[config.mk]
export PLATFORM = sky130hd
export DESIGN_NAME = nbiot_gold_seq_stream
export DESIGN_NICKNAME = d
export VERILOG_FILES = /design/src/rtl/nbiot_gold_seq_stream.sv
export SDC_FILE = /design/constraint.sdc
export NUM_CORES = 1
export LEC_CHECK = 0
export CAP_MARGIN = 20
export CORE_AREA = 2 2 121 123
export CTS_CLUSTER_SIZE = 14
export DETAILED_ROUTE_END_ITERATION = 8
export DIE_AREA = 0 0 123 125
export PLACE_DENSITY = 0.68
export SLEW_MARGIN = 25
export SYNTH_ARGS = -nofsm -noshare
export SYNTH_HDL_FRONTEND = slang
export SYNTH_SLANG_ARGS = --single-unit
export TNS_END_PERCENT = 5
[constraint.sdc]
create_clock -name clk -period 4.2 [get_ports clk]
set_input_delay 0.84 -clock clk [delete_from_list [all_inputs] [get_ports clk]]
set_output_delay 0.84 -clock clk [all_outputs]
set_load 0.005 [all_outputs]
[src/rtl/nbiot_gold_seq_stream.sv]
// ---------------------------------------------------------------------------
// nbiot_gold_seq_stream
//
// Streaming length-31 Gold sequence generator:
//     c(n) = x1(n+NC) ^ x2(n+NC)
// x1 starts from the fixed seed x1(0)=1, and x2 starts from a run-time c_init.
// After a warm-up of NC bits, the sequence is emitted OUT_W bits per beat on a
// valid/ready stream. Bit k of a beat carries c(beat*OUT_W + k), with the
// earliest bit in the LSB.
//
// Ports:
//   clk        rising-edge clock
//   reset      asynchronous active-low reset
//   start      one-cycle request; only looked at while idle
//   c_init     x2 seed (bit k = x2(k)); captured together with start
//   seq_len    number of c(n) bits to emit; captured together with start
//   out_data   OUT_W sequence bits; bits past the end of the sequence are 0
//   out_valid  a beat is presented
//   out_ready  downstream accepts the beat
//   out_last   final beat of the sequence (qualified by out_valid)
//   busy       high whenever the generator is not idle
//   done       one-cycle pulse after the last beat is accepted
//              (or right after a zero-length request)
// ---------------------------------------------------------------------------
module nbiot_gold_seq_stream #(
    parameter int OUT_W = 8,
    parameter int NC    = 1600,
    parameter int LEN_W = 16
) (
    input  logic             clk,
    input  logic             reset,
    input  logic             start,
    input  logic [30:0]      c_init,
    input  logic [LEN_W-1:0] seq_len,
    output logic [OUT_W-1:0] out_data,
    output logic             out_valid,
    input  logic             out_ready,
    output logic             out_last,
    output logic             busy,
    output logic             done
);

    localparam int WARM_BEATS = NC / OUT_W;
    localparam int WARM_W     = (WARM_BEATS < 2) ? 1 : $clog2(WARM_BEATS + 1);
    localparam int REM_W      = LEN_W + 1;

    localparam logic [WARM_W-1:0] WARM_INIT = WARM_W'(WARM_BEATS);
    localparam logic [REM_W-1:0]  OUT_W_REM = REM_W'(OUT_W);

    if (OUT_W < 1 || OUT_W > 32) begin : g_bad_out_w
        $error("nbiot_gold_seq_stream: OUT_W must be within 1..32");
    end
    if ((NC % OUT_W) != 0) begin : g_bad_nc
        $error("nbiot_gold_seq_stream: NC must be a multiple of OUT_W");
    end

    typedef enum logic [1:0] {
        ST_IDLE,
        ST_LOAD,
        ST_WARM,
        ST_STREAM
    } state_t;

    state_t            state_reg, state_next;
    logic [30:0]       x1_reg, x1_next;
    logic [30:0]       x2_reg, x2_next;
    logic [30:0]       c_init_reg, c_init_next;
    logic [REM_W-1:0]  rem_reg, rem_next;
    logic [WARM_W-1:0] warm_reg, warm_next;
    logic              done_reg, done_next;

    // Each register holds a 31-bit window of its sequence, with bit k = x(n+k).
    // One step shifts the window by one position and appends x(n+31). This
    // block unrolls OUT_W steps. The output bits are taken from bit 0 before
    // each step, so OUT_W = 32 also works even though the window is 31 bits.
    logic [30:0]      x1_adv, x2_adv;
    logic [OUT_W-1:0] c_bits;

    always_comb begin : p_advance
        logic [30:0] a;
        logic [30:0] b;
        a      = x1_reg;
        b      = x2_reg;
        c_bits = '0;
        for (int k = 0; k < OUT_W; k++) begin
            c_bits[k] = a[0] ^ b[0];
            a = {a[3] ^ a[0], a[30:1]};
            b = {b[3] ^ b[2] ^ b[1] ^ b[0], b[30:1]};
        end
        x1_adv = a;
        x2_adv = b;
    end

    // Zero padding: keep bit k only while k < remaining. Every bit is kept
    // until the final beat.
    logic [OUT_W-1:0] pad_mask;
    for (genvar gi = 0; gi < OUT_W; gi++) begin : g_pad
        assign pad_mask[gi] = (rem_reg > REM_W'(gi));
    end

    logic is_last;
    logic accept;

    assign out_valid = (state_reg == ST_STREAM);
    assign is_last   = (rem_reg <= OUT_W_REM);
    assign out_last  = out_valid & is_last;
    assign out_data  = out_valid ? (c_bits & pad_mask) : '0;
    assign accept    = out_valid & out_ready;
    assign busy      = (state_reg != ST_IDLE);
    assign done      = done_reg;

    always_comb begin
        state_next  = state_reg;
        x1_next     = x1_reg;
        x2_next     = x2_reg;
        c_init_next = c_init_reg;
        rem_next    = rem_reg;
        warm_next   = warm_reg;
        done_next   = 1'b0;
        case (state_reg)
            ST_IDLE: begin
                if (start) begin
                    if (seq_len != '0) begin
                        c_init_next = c_init;
                        rem_next    = {1'b0, seq_len};
                        state_next  = ST_LOAD;
                    end else begin
                        done_next = 1'b1;
                    end
                end
            end
            ST_LOAD: begin
                x1_next    = 31'd1;
                x2_next    = c_init_reg;
                warm_next  = WARM_INIT;
                state_next = (WARM_BEATS == 0) ? ST_STREAM : ST_WARM;
            end
            ST_WARM: begin
                x1_next   = x1_adv;
                x2_next   = x2_adv;
                warm_next = warm_reg - 1'b1;
                if (warm_reg == WARM_W'(1)) begin
                    state_next = ST_STREAM;
                end
            end
            ST_STREAM: begin
                if (accept) begin
                    x1_next = x1_adv;
                    x2_next = x2_adv;
                    if (is_last) begin
                        rem_next   = '0;
                        done_next  = 1'b1;
                        state_next = ST_IDLE;
                    end else begin
                        rem_next = rem_reg - OUT_W_REM;
                    end
                end
            end
            default: state_next = ST_IDLE;
        endcase
    end

    always_ff @(posedge clk or negedge reset) begin
        if (!reset) begin
            state_reg  <= ST_IDLE;
            x1_reg     <= '0;
            x2_reg     <= '0;
            c_init_reg <= '0;
            rem_reg    <= '0;
            warm_reg   <= '0;
            done_reg   <= 1'b0;
        end else begin
            state_reg  <= state_next;
            x1_reg     <= x1_next;
            x2_reg     <= x2_next;
            c_init_reg <= c_init_next;
            rem_reg    <= rem_next;
            warm_reg   <= warm_next;
            done_reg   <= done_next;
        end
    end

endmodule

==> flow_metrics.tcl <==
set metrics [dict create \
    slew_viol_final 0 \
    rrSetupSlack_ns 1.42 \
    startpoint_type "flop" \
    worstSkewPairLatency_ns 0.41 \
    grt_setup_unrepaired "no" \
    syn_nets 653 \
    htreeDepth 4 \
    holdBufCountCts 0 \
    cts_tree "yes" \
    r2r-start "state_reg[0]" \
    yosys-top-cells-count "dfrtp_1 (121), nand2_1 (98), o21ai_0 (68)" \
    max_cap_viol_count 0 \
    vias 4668 \
    crit_fanout 7 \
    clkTransAtPathRegs_ns 0.06 \
    die_h_um 125 \
    nNetsFinal 709 \
    ys_top_cells_by_area "dfrtp_1 (50%), nand2_1 (6.1%), mux2i_1 (5.8%)" \
    arrival_ns 3.14 \
    cts-root-buf "clkbuf_16" \
    viasPerCell 5.50 \
    fp.coreArea_um2 14200 \
    synthArstFlopShare 1.00 \
    synth-edff-count 0 \
    io_pins 63 \
    drc 0 \
    grt_pass1_vias 4632 \
    cts_sinks 121 \
    wl_um 14600 \
    worst_ep_required_time_ns 3.36 \
    p_leak_nw 3.14 \
    endpoint "out_data[1]" \
    endpoint_kind "output port" \
    ff2ff_path_depth 6 \
    ys_ff_latch 121 \
    r2r_end "x2_reg[24]" \
    syn_avg_cell_area_um2 10.2 \
    grt_util_all_layers 0.198 \
    ant_nets 0 \
    grt_pass1_wl_um 23600 \
    yosys.area.top_type "dfrtp_1" \
    die-area_um2 15400 \
    setup_viol 0 \
    place_congestion 0.951 \
    syn_area_um2 6080 \
    start_util 0.428 \
    max_slew_margin 0.342 \
    portBuffers 62 \
    ys_seq_area_frac 0.498 \
    syn_inst 595 \
    fin_hold_ws_ns 0.479 \
    synth_top_area_share 0.498 \
    fin_crit_sh 0.948 \
    power_density_nw_per_um2 810 \
    ys_types 60 \
    drive_gt1_frac 0.139 \
    critPathKind "reg2out" \
    max_freq_mhz 251 \
    drt_iter0_drc 490 \
    wl_per_cell_um 17.2 \
    diodes 0 \
    antenna_found_initial 0 \
    die_w_um 123 \
    peakVddDrop_mv 0.408 \
    hold_viol 0 \
    grt_overflow 0 \
    period_minus_slack_ns 3.98 \
    tns_ns 0 \
    tightest_slew_ns 0.985 \
    area_delta_synth_final_pct 24.0 \
    status "finished clean" \
    hold_path_class "reg2reg" \
    cts_max_path_buffers 2 \
    drt_first_pass_iters 4 \
    synth_flop_cell "dfrtp_1" \
    clock_skew_ns 0.0131 \
    crit_start "rem_reg[3]" \
    yosysWarnings 0 \
    dp_hpwl_um 10200 \
    fp-row-count 44 \
    synth.most_common_cell "dfrtp_1" \
    grt_max_degree 126 \
    cts_buffers 17 \
]
## layout by cell type (no fill, tap or decap), drive strengths merged, types with 11 or more instances in the layout
| master | netlist | layout |
|---|---|---|
| dfrtp | 121 | 121 |
| nand2 | 99 | 99 |
| clkbuf | 25 | 18 |
| mux2 | 31 | 31 |
| nand3 | 11 | 11 |
| buf | 11 | 12 |
| o21ai | 72 | 72 |
| nor2 | 23 | 23 |
| clkdlybuf4s50 | 0 | 61 |
| xnor2 | 26 | 26 |
| inv | 15 | 21 |
| mux2i | 35 | 35 |
| nor3 | 15 | 15 |
## cells by family (layout without fill, tap and decap cells)
logic type               after synthesis  count (layout)  synth area share
AND/OR/NAND/NOR                      180             180             0.143
buffers and inverters                 51             120            0.0344
XOR/XNOR                              34              34            0.0490
multiplexers                          66              66             0.115
flip-flops                           121             121             0.498
AO/OA/AOI/OAI                        136             136             0.146
adder cells (fa/ha/maj)                7               7            0.0144
## what timing repair did
action,in CTS,in global routing
endpoints found under the setup margin,0,4
setup buffers,0,0
resized for setup,0,2
## worst max-delay path, cell delays in order (launching register included)
cell	delay, ns
dfrtp_1	0.45
inv_1	0.14
ha_1	0.26
or3b_4	0.45
or3_4	0.39
o311a_1	0.36
nor4_2	0.14
clkdlybuf4s50_1	0.53
## metrics by stage
| step | cells | total power, mW | setup slack, ns | utilization | cell area, µm² |
|---|---|---|---|---|---|
| 6_report | 848 | 6.10 | 0.217 | 0.531 | 7540 |
| 5_1_grt | 848 | 6.52 | 0.0622 | 0.531 | 7540 |
| 4_1_cts | 848 | 6.13 | 0.117 | 0.529 | 7510 |
| 3_5_place_dp | 816 | 4.64 | 0.574 | 0.487 | 6910 |
| 3_3_place_gp | 814 | 4.48 | 0.656 | 0.483 | 6860 |
| 2_1_floorplan | 595 | 3.82 | 1.28 | - | 6080 |
## cell type report
cell class                 instances  area, µm²
clock buffer                      18        439
fill                            1276       6670
clock inverter                    14        163
timing repair buffer              73        741
sequential                       121       3030
inverter                          15       56.3
tap                              184        230
multi-input combinational        423       2880
## metal layers
metal	vias up	wire (µm)	track usage
li1	2226	-	-
met1	2309	6470	0.268
met2	113	7160	0.316
met3	20	667	0.0379
met4	0	260	0.0755
met5	-	0	0
## where the power goes
| part | switching, mW | internal (mW) | total [mW] |
|---|---|---|---|
| Sequential | 0.402 | 1.61 | 2.02 |
| Combinational | 1.46 | 1.16 | 2.62 |
| Clock | 0.561 | 0.904 | 1.47 |
| Total | 2.43 | 3.68 | 6.10 |
## worst min path at each step
stage | from | end | slack, ns | depth (start not counted)
2_1_floorplan | x1_reg[23] | x1_reg[23] | 0.45 | 2
3_3_place_gp | x2_reg[12] | x2_reg[12] | 0.46 | 2
3_5_place_dp | x2_reg[14] | x2_reg[14] | 0.47 | 2
4_1_cts | x2_reg[16] | x2_reg[16] | 0.48 | 2
5_1_grt | x2_reg[17] | x2_reg[17] | 0.51 | 2
6_report | x1_reg[14] | x1_reg[14] | 0.48 | 2
No activity file was read; power rests on OpenSTA's default activity.
